$ cat src/rtl/fifo_stream_reader.sv
// Read-side consumer for async_fifo: pops words, absorbs the one-cycle read latency
// in a 3-entry prefetch buffer and presents a packet-framed valid/ready stream.
module fifo_stream_reader #(
    parameter int Width     = 8,
    parameter int PacketLen = 4,
    parameter int CntWidth  = 16
) (
    input  logic                clk,
    input  logic                rst_n,
    input  logic                i_enable,
    output logic                o_rd_en,
    input  logic [Width-1:0]    i_rd_data,
    input  logic                i_empty,
    output logic                o_valid,
    output logic [Width-1:0]    o_data,
    output logic                o_last,
    input  logic                i_ready,
    output logic [CntWidth-1:0] o_beat_cnt
);

    localparam int PidxW = (PacketLen > 1) ? $clog2(PacketLen) : 1;
    localparam logic [PidxW-1:0] PidxLast = PidxW'(PacketLen - 1);

    logic [Width-1:0]    buf_q [3];
    logic [Width-1:0]    buf_d [3];
    logic [1:0]          head_q, head_d;
    logic [1:0]          tail_q, tail_d;
    logic [1:0]          occ_q, occ_d;
    logic                inflight_q, inflight_d;
    logic [PidxW-1:0]    pidx_q, pidx_d;
    logic [CntWidth-1:0] beat_cnt_q, beat_cnt_d;

    logic [2:0]          level;
    logic                xfer;

    function automatic logic [1:0] ptr_inc(input logic [1:0] p);
        return (p == 2'd2) ? 2'd0 : p + 2'd1;
    endfunction

    // Words already buffered plus the one arriving next edge; popping is allowed
    // only while this stays below 3, so the buffer can never overflow.
    always_comb begin
        level = {1'b0, occ_q} + {2'b00, inflight_q};
    end

    assign o_rd_en    = rst_n & i_enable & ~i_empty & (level < 3'd3);
    assign o_valid    = (occ_q != 2'd0);
    assign o_last     = o_valid & (pidx_q == PidxLast);
    assign xfer       = o_valid & i_ready;
    assign o_beat_cnt = beat_cnt_q;

    always_comb begin
        o_data = buf_q[0];
        case (head_q)
            2'd1:    o_data = buf_q[1];
            2'd2:    o_data = buf_q[2];
            default: o_data = buf_q[0];
        endcase
    end

    always_comb begin
        buf_d      = buf_q;
        head_d     = head_q;
        tail_d     = tail_q;
        pidx_d     = pidx_q;
        beat_cnt_d = beat_cnt_q;
        inflight_d = o_rd_en;

        if (inflight_q) begin
            for (int i = 0; i < 3; i++) begin
                if (tail_q == 2'(i)) begin
                    buf_d[i] = i_rd_data;
                end
            end
            tail_d = ptr_inc(tail_q);
        end

        if (xfer) begin
            head_d     = ptr_inc(head_q);
            beat_cnt_d = beat_cnt_q + CntWidth'(1);
            pidx_d     = (pidx_q == PidxLast) ? '0 : pidx_q + PidxW'(1);
        end

        occ_d = 2'(level - {2'b00, xfer});
    end

    always_ff @(posedge clk or negedge rst_n) begin
        if (!rst_n) begin
            for (int i = 0; i < 3; i++) begin
                buf_q[i] <= '0;
            end
            head_q     <= 2'd0;
            tail_q     <= 2'd0;
            occ_q      <= 2'd0;
            inflight_q <= 1'b0;
            pidx_q     <= '0;
            beat_cnt_q <= '0;
        end else begin
            buf_q      <= buf_d;
            head_q     <= head_d;
            tail_q     <= tail_d;
            occ_q      <= occ_d;
            inflight_q <= inflight_d;
            pidx_q     <= pidx_d;
            beat_cnt_q <= beat_cnt_d;
        end
    end

endmodule

$ cat config.mk
export PLATFORM = sky130hd
export DESIGN_NAME = fifo_stream_reader
export DESIGN_NICKNAME = d
export VERILOG_FILES = /design/src/rtl/fifo_stream_reader.sv
export SDC_FILE = /design/constraint.sdc
export NUM_CORES = 1
export LEC_CHECK = 0
export ABC_AREA = 1
export CAP_MARGIN = 20
export CORE_MARGIN = 1.5
export CORE_UTILIZATION = 53
export CTS_CLUSTER_SIZE = 12
export DETAILED_ROUTE_END_ITERATION = 10
export PLACE_DENSITY = 0.88
export SYNTH_ARGS = -nofsm -noshare
export SYNTH_HDL_FRONTEND = slang
export SYNTH_SLANG_ARGS = --single-unit
export TNS_END_PERCENT = 100
$ cat constraint.sdc
create_clock -name clk -period 1.6 [get_ports clk]
set_input_delay 0.32 -clock clk [delete_from_list [all_inputs] [get_ports clk]]
set_output_delay 0.32 -clock clk [all_outputs]
set_load 0.01 [all_outputs]
# After elaboration in Yosys (flattened, before gate mapping)
# Index checks and enable logic that the tools add are counted.
# op_classes
muxes	4
order_cmp	1
bitwise	6
n_addsub	6
n_eq_ne	5
reduce_logical	5
# op_table
operator	count
$add A16 B1 Y16 const B	1
$pmux W8 S2	1
$add A2 B1 Y2 const B	3
$eq A2 B2 Y1 const B	3
$mux W2	3
$reduce_and A2 Y1	3
$and A1 B1 Y1	5
$eq A2 B1 Y1 const B	2
$add A2 B1 Y3	1
$lt A3 B2 Y1 const B	1
$logic_not A2 Y1	1
$reduce_bool A2 Y1	1
$sub A2 B1 Y2	1
$not A1 Y1	1
# totals
elab_cells	36
reg_bits	49
input_bits	13
out_inout_bits	27

# Logic depth before layout (Yosys ltp)
# Gate-level depths: netlist of the first run.
# logic_depth
depth_word	3
mapped_depth	7
ltp_nobuf	7

# Least setup slack after synthesis of the first run
# OpenSTA, ideal clock, no wires.
# synth_timing
path_kind	register -> output
from	reg head_q[0]
to	out o_data[5]
setup_slack_ns	-0.017
n_path_buf	2
required_time_ns	1.280
t_arrival_ns	1.297
stages_incl_launch_ff	7
cell_sequence	dfrtp_1 inv_1 ha_1 clkbuf_2 buf_2 nor2_1 a31oi_1
# synth_via
elab_chain_cells	2
elab_cells_between_ends	3
classes_between	eq/ne: 2; mux: 1
# synth_lines
item	line	rtl
from (decl)	26	logic [1:0] head_q, head_d;
from (signal assigned)	92	head_q <= 2'd0;
from (signal assigned)	100	head_q <= head_d;
$eq A2 B2 Y1 / $eq A2 B1 Y1 (equally long branches)	54	case (head_q)
$pmux W8 S2 (*)	54	
to (decl)	15	output logic [Width-1:0] o_data,
# Every way passes the cells marked *; elsewhere a longest branch is shown, timed or not.

# Final worst setup path of the first run
# layout_timing
from	reg head_q[0]
to	out o_data[0]
# The elaborated chain is that of the path after synthesis.

==> metrics.md, run 1 <==
| Metric | Value |
|---|---|
| Synth cell types | 28 |
| Fillers | 323 |
| Critical Path, Cell by Cell | inv_2 > ha_4 > buf_12 > nor2_2 > a31oi_1 > buf_2 |
| Post-synthesis cell area | between 2000 and 2500 µm² |
| Die area | about 5100 µm² |
| DRC errors left | 0 |
| Slew headroom | roughly three fifths |
| Clock buffer depth | 2 |
| Final worst slack | -0.2440 ns |
| Slew Limit Fails | 0 |
| Largest net degree at the start of global routing | 50 |
| DIE WIDTH | 71.37 µm |
| Initial antenna violation count | 0 |
| R2r startpoint | occ_q[0] |
| Post-DP HPWL | about 3500 µm |
| Final-report hold violation count | 0 |
| Syn_nets | a little over 300 |
| Port buffer count | 39 |
| Net Sw Power | 2373 µW |
| CTS tree | done |
| Syn Inst Count | 280 |
| Setup violations, final | 9 |
| Critical path arrival | roughly 1.5 ns |
| Boundary Pins | 40 |
| Sink Count | 49 |
| Status | complete, but fails checks |
| Total GRT Usage | roughly a quarter |
| Wire per inst | 13.68 µm |
| Clock share of power | 11.8% |
| Final nets | 375 |
| Most frequent cells in the layout | 84 x nand2_1, 49 x dfrtp_1, 33 x buf_4 |
| Post-route minimum period | 1.844 ns |
| Sequential area share after synthesis | roughly half |
| Non-filler instance count after layout | 405 |
| Synth area leader | dfrtp_1 |
| Reg power frac | between 30% and 40% |
| Clock skew | between 0.003 and 0.004 ns |
| Commonest non-fill, non-tap cell in the layout | nand2_1 |
| Root buffer cell | clkbuf_8 |
| Overflow after GRT | 0 |
| Setup TNS | -2.052 ns |
| Clock transition at the registers of the reported paths | 0.08 ns |
| Starting Density | between 50% and 60% |
| Top post-synthesis cells by area | dfrtp_1 49%, nand2_1 13%, o21ai_2 8.5% |
| Die Height | roughly 70 µm |
| R2R Setup Slk | between 0.2 and 0.25 ns |
| Max-cap violations | 0 |
| Antenna Cells | 0 |
| Flops & latches, synth | ~50 |
| CTS Hold Buffers Added | 0 |
| Worst-Skew Late Latency | approximately 0.3 ns |
| Vias in the first global route | about 2.1k |
| Core box area | about 4400 µm² |
| Setup CP Type | register to output pin |
| 1st-pass router iterations | 4 |
| PwrDens | 1884 nW/µm² |
| Slowest CP cell | dfrtp_1 |
| Slew at the pin with the worst max-slew slack | between 0.6 and 0.7 ns |
| Placed Cells | ~380 |
| Layout area overhead | 33.48% |
| Ys Warns | 0 |
| Fin crit share | 115.2% |
| Comb pwr share | between 50% and 60% |
| Share of cells above drive strength 1 | between 20% and 30% |
| Crit. End Element | output pin |
| Avg Inst Size Synth | 8.848 µm² |
| Final antenna-violating net count | 0 |
| Maximum vdd drop | between 1000 and 1500 µV |
| RSZ-0062 raised after global routing | true |
| Post-synth top area share | 49.49% |
| Critical path peak fanout | 8 |
| Initial DRC count | 151 |
| Via density | approximately 5.1 |
| Crit path largest cell delay | around 0.38 ns |
| H-tree Lvls | 2 |
| Via count | roughly 2.1k |
| Worst R2R End | pidx_q[0] |
| Failing checks | negative setup slack |
| RePlAce Congestion | 0.8646 |
| Critical path required time | between 1 and 1.5 ns |
| CTS Buf Count | 5 |
| Leak | approximately 0.0016 µW |
| Row cnt | 24 |
| Switching Share | between 30% and 40% |
| Hold_ws | around 0.15 ns |
| R2R cell count | 7 |
| Element type at the critical path start | register |
| Final wirelength | 5539 µm |
| First-pass GRT wire length | ~9400 µm |
| Fmax | between 500 and 600 MHz |
| Internal | between 3000 and 4000 µW |
| HP Class | input pin to asynchronous set/reset pin |
-- flip-flops by register name (all words and copies together), names as in the netlist --
signal,count
buf_q,24
head_q,2
inflight_q,1
o_beat_cnt,16
occ_q,2
pidx_q,2
tail_q,2
-- worst max-delay path: cells and delay by family, from the launching register on --
family	cells	cell delay, ns
compound gates	1	0.13
fa+ha+maj	1	0.30
buf+inv	3	0.36
flops	1	0.38
simple gates	1	0.05
-- layer usage --
layer  vias up  track usage, %  wire [µm]
li1       1033               -          -
met1       991           27.37       2262
met2        55           43.31       2944
met3         6           4.923        286
met4         0           5.451         46
met5         -               0          0
-- power by group through the flow --
stage,combinational [µW],clock [µW],sequential [µW]
final,3440,735,2050
after global routing,3760,803,2100
after CTS,3240,746,2050
after detailed placement,2900,0,2080
after global placement,2800,0,2050
after floorplan,1560,0,2060
-- synth_stat cells, drive strengths merged --
cell type  number
a31oi           8
nand4           1
o21a            1
xnor2           4
dfrtp          49
xor2            3
inv            33
a21oi           1
clkbuf          2
buf             6
nand3b          1
nand3          15
nor3            1
nor2           27
ha              9
o21ai          34
nand2          85
-- layout make-up --
class | count | area (µm²) | area share, %
clock buffer | 7 | 86.33 | 2.611
inverter | 33 | 123.9 | 3.746
sequential | 49 | 1226 | 37.08
timing repair buffer | 74 | 645.6 | 19.52
tap | 52 | 65.06 | 1.967
multi-input combinational | 190 | 1160 | 35.07
-- how the worst max path moves through the flow --
| stage | slack, ns | startpoint | endpoint | depth (start not counted) |
|---|---|---|---|---|
| after floorplan | -0.001 | head_q[0] | o_data[5] | 6 |
| after global placement | -0.35 | head_q[0] | o_data[3] | 6 |
| after CTS | -0.25 | head_q[0] | o_data[0] | 6 |
| final | -0.24 | head_q[0] | o_data[0] | 6 |
| after global routing | -0.35 | head_q[0] | o_data[6] | 6 |
| after detailed placement | -0.42 | head_q[0] | o_data[3] | 6 |
-- cell families (layout without fill, tap and decap cells) --
kind of cell	after synthesis	after routing	share of synthesized area, %
buffers and inverters	41	114	7.373
xor gates and xnor gates	7	7	2.475
and+or+nand+nor	130	130	23.08
DFF	49	49	49.50
adders and majority gates	9	9	4.546
AOI/OAI and AO/OA	44	44	13.03
-- per-stage QoR --
step / util, % / total power, µW / setup WS (ns) / area (µm²)
3_5_place_dp: 68.11 / 4981 / -0.4208 / 3007
5_1_grt: 74.91 / 6663 / -0.3476 / 3307
3_3_place_gp: 68.11 / 4855 / -0.3517 / 3007
2_1_floorplan: - / 3618 / -0.001202 / 2490
6_report: 74.91 / 6229 / -0.2440 / 3307
4_1_cts: 73.33 / 6035 / -0.2498 / 3237
-- timing repair --
item,CTS,global route
pin swaps,1,2
buffers inserted,12,7
resized for setup,57,7
endpoints found under the setup margin,20,17
cloned,1,0
Power figures use the tool's default switching activity.
==> run 2: changes to the inputs <==
SLEW_MARGIN = 0   (was unset)
==> results of run 2 <==
Final layout, timing and power as in run 1 (identical DEF).
==> run 3: changes to the inputs <==
CORE_UTILIZATION = 34   (was 53)
PLACE_DENSITY = 0.64   (was 0.88)
==> run 3 against run 2 <==
Worst setup slack got worse by 0.0061 ns; die area increased by 53%; routed wire length shrank 6.8%; clock-buffer cell count decreased by 1; maximum frequency is 0.33% lower; largest power group unchanged; sequential share of layout area down 0.49 points; critical path depth did not move; combinational power decreased by 13%; the flow still finishes with violations (negative setup slack); core utilization decreased by 26 points; first-iteration DRC count fell by 73%; via count shrank 2.7%; largest cell class unchanged; design area grew 1.4%.
==> metrics.md, run 3 (same netlist as run 1, synthesis figures left out) <==
| Metric | Value |
|---|---|
| Register area | 1227 µm² |
| Crit path largest cell delay | approximately 0.37 ns |
| DRC errors left | 0 |
| Final wirelength | slightly above 5000 µm |
| Max-cap violations | 0 |
| Setup crit start | head_q[1] |
| Clock buffer depth | 2 |
| Critical Path, Cell by Cell | inv_2 > ha_4 > buf_6 > nor2_2 > a31oi_1 > buf_2 |
| HP Class | input pin to asynchronous set/reset pin |
| Slowest CP cell | dfrtp_1 |
| Worst Setup EP | o_data[2] |
| Initial antenna violation count | 0 |
| Leak | ~0.0017 µW |
| RSZ-0062 raised after global routing | true |
| Worst-Skew Late Latency | about 0.3 ns |
| Via count | slightly above 2k |
| Sink Count | about 50 |
| Share of cells above drive strength 1 | a little under 30% |
| Initial DRC count | around 40 |
| Post-route minimum period | approximately 1.9 ns |
| Die area | 7807 µm² |
| DIE WIDTH | a little under 90 µm |
| Critical path arrival | between 1.5 and 2 ns |
| First-pass GRT wire length | ~9000 µm |
| CTS Buf Count | 5 |
| Boundary Pins | 40 |
| Dpl ws | -0.3857 ns |
| Crit. End Element | output pin |
| Critical path required time | around 1.3 ns |
| R2r startpoint | occ_q[0] |
| Total GRT Usage | 14.47% |
| Area of the multi-input gates | about 1100 µm² |
| R2R Setup Slk | approximately 0.16 ns |
| Post-DP HPWL | approximately 3600 µm |
| Slew at the pin with the worst max-slew slack | ~0.62 ns |
| Core box area | 6907 µm² |
| 1st-pass router iterations | 4 |
| CTS Hold Buffers Added | 0 |
| Overflow after GRT | 0 |
| Clock skew | approximately 0.011 ns |
| Setup violations, final | 9 |
| Final worst slack | -0.2501 ns |
| Critical path depth | 6 |
| Worst R2R End | o_beat_cnt[15] |
| Vias in the first global route | approximately 2.0k |
| Slew Limit Fails | 0 |
| Commonest non-fill, non-tap cell in the layout | nand2_1 |
| Final nets | approximately 380 |
| Fin crit share | 115.6% |
| Largest net degree at the start of global routing | 50 |
| Element type at the critical path start | register |
| R2R cell count | 9 |
| Fmax | 540.5 MHz |
| Port buffer count | 39 |
| H-tree Lvls | 2 |
| CP Buf/Inv Count | 3 |
| Final antenna-violating net count | 0 |
| Antenna Cells | 0 |
| Most frequent cells in the layout | 84 x nand2_1, 48 x dfrtp_1, 32 x buf_4 |
| Row cnt | 30 |
| Fillers | between 600 and 700 |
| Layout area overhead | 35.40% |
| Starting Density | a little over a third |
| Maximum vdd drop | about 800 µV |
| Status | complete, but fails checks |
| Critical path peak fanout | 8 |
| RePlAce Congestion | between 0.9 and 1 |
| Failing checks | negative setup slack |
| CTS tree | done |
| Via density | 4.507 |
| PwrDens | about 1800 nW/µm² |
| Family with the most delay on the worst path | flip-flops |
| Setup CP Type | register to output pin |
| Max reg flops | 24 |
| Clock transition at the registers of the reported paths | 0.09 ns |
| Total power | between 5000 and 6000 µW |
| Setup TNS | -1.879 ns |
| Die Height | ~88 µm |
| Wire per inst | 11.47 µm |
| Largest Register | buf_q |
| Final-report hold violation count | 0 |
| Slew headroom | 58.43% |
| Root buffer cell | clkbuf_8 |
## run 3: cell types whose count changed in the layout (fill, tap and decap cells not counted), sizes merged
| cell | previous run | this run |
|---|---|---|
| dlygate4sd2 | 0 | 1 |
| clkdlybuf4s15 | 1 | 0 |
| clkdlybuf4s50 | 26 | 20 |
| clkbuf | 7 | 8 |
| dlymetal6s2s | 1 | 6 |
| bufinv | 0 | 1 |
| buf | 46 | 45 |
| clkinv | 0 | 1 |
## run 3: cell type report
cell class / count / share of cell area [%]
Multi-Input combinational cell: 190 / 34.28
Timing Repair Buffer: 74 / 18.54
Inverter: 33 / 3.693
Tap cell: 96 / 3.581
Clock buffer: 6 / 2.163
Clock inverter: 2 / 1.156
Sequential cell: 49 / 36.59
## run 3: worst reg2reg max path, stage by stage (launching register included)
cell and delay [ns]:
dfrtp_1 0.36, buf_4 0.11, buf_4 0.11, nor2_4 0.04
buf_4 0.13, nor2_4 0.15, nand2_1 0.17, nor2_1 0.16
nand3_1 0.09, nand2_1 0.07
## run 3: power by group
| part | total, µW | switching (µW) | internal (µW) |
|---|---|---|---|
| clock network | 879 | 410 | 469 |
| logic | 2980 | 1480 | 1500 |
| registers | 2050 | 325 | 1720 |
| total | 5910 | 2210 | 3700 |
## run 3: what timing repair did
item / 4_1_cts / 5_1_grt
pin swaps: 10 / 6
gates resized for setup: 56 / 16
setup buffers: 11 / 6
endpoints found under the setup margin: 19 / 19
## run 3: worst min-delay path by stage
stage               slack (ns)        end
global route              0.22   buf_q[1]
finish                    0.16   buf_q[1]
floorplan                 0.02   buf_q[0]
detailed placement        0.47   buf_q[3]
global placement          0.47  pidx_q[1]
CTS                       0.18   buf_q[1]
## run 3: metal layers
metal,wire length (µm),part of all wire (%),track usage [%]
met1,2433,47,18.33
met2,2433,47,24.57
met3,251,4.9,4.198
met4,42,0.81,3.267
met5,0,0,0
## run 3: through the flow
step	utilization [%]	hold WS (ns)	cells	area [µm²]
final	48.57	0.1616	450	3354
after global routing	48.57	0.2156	450	3354
after CTS	47.30	0.1798	444	3267
after detailed placement	44.47	0.4679	425	3072
after global placement	44.47	0.4650	425	3072
after floorplan	-	0.02441	280	2490
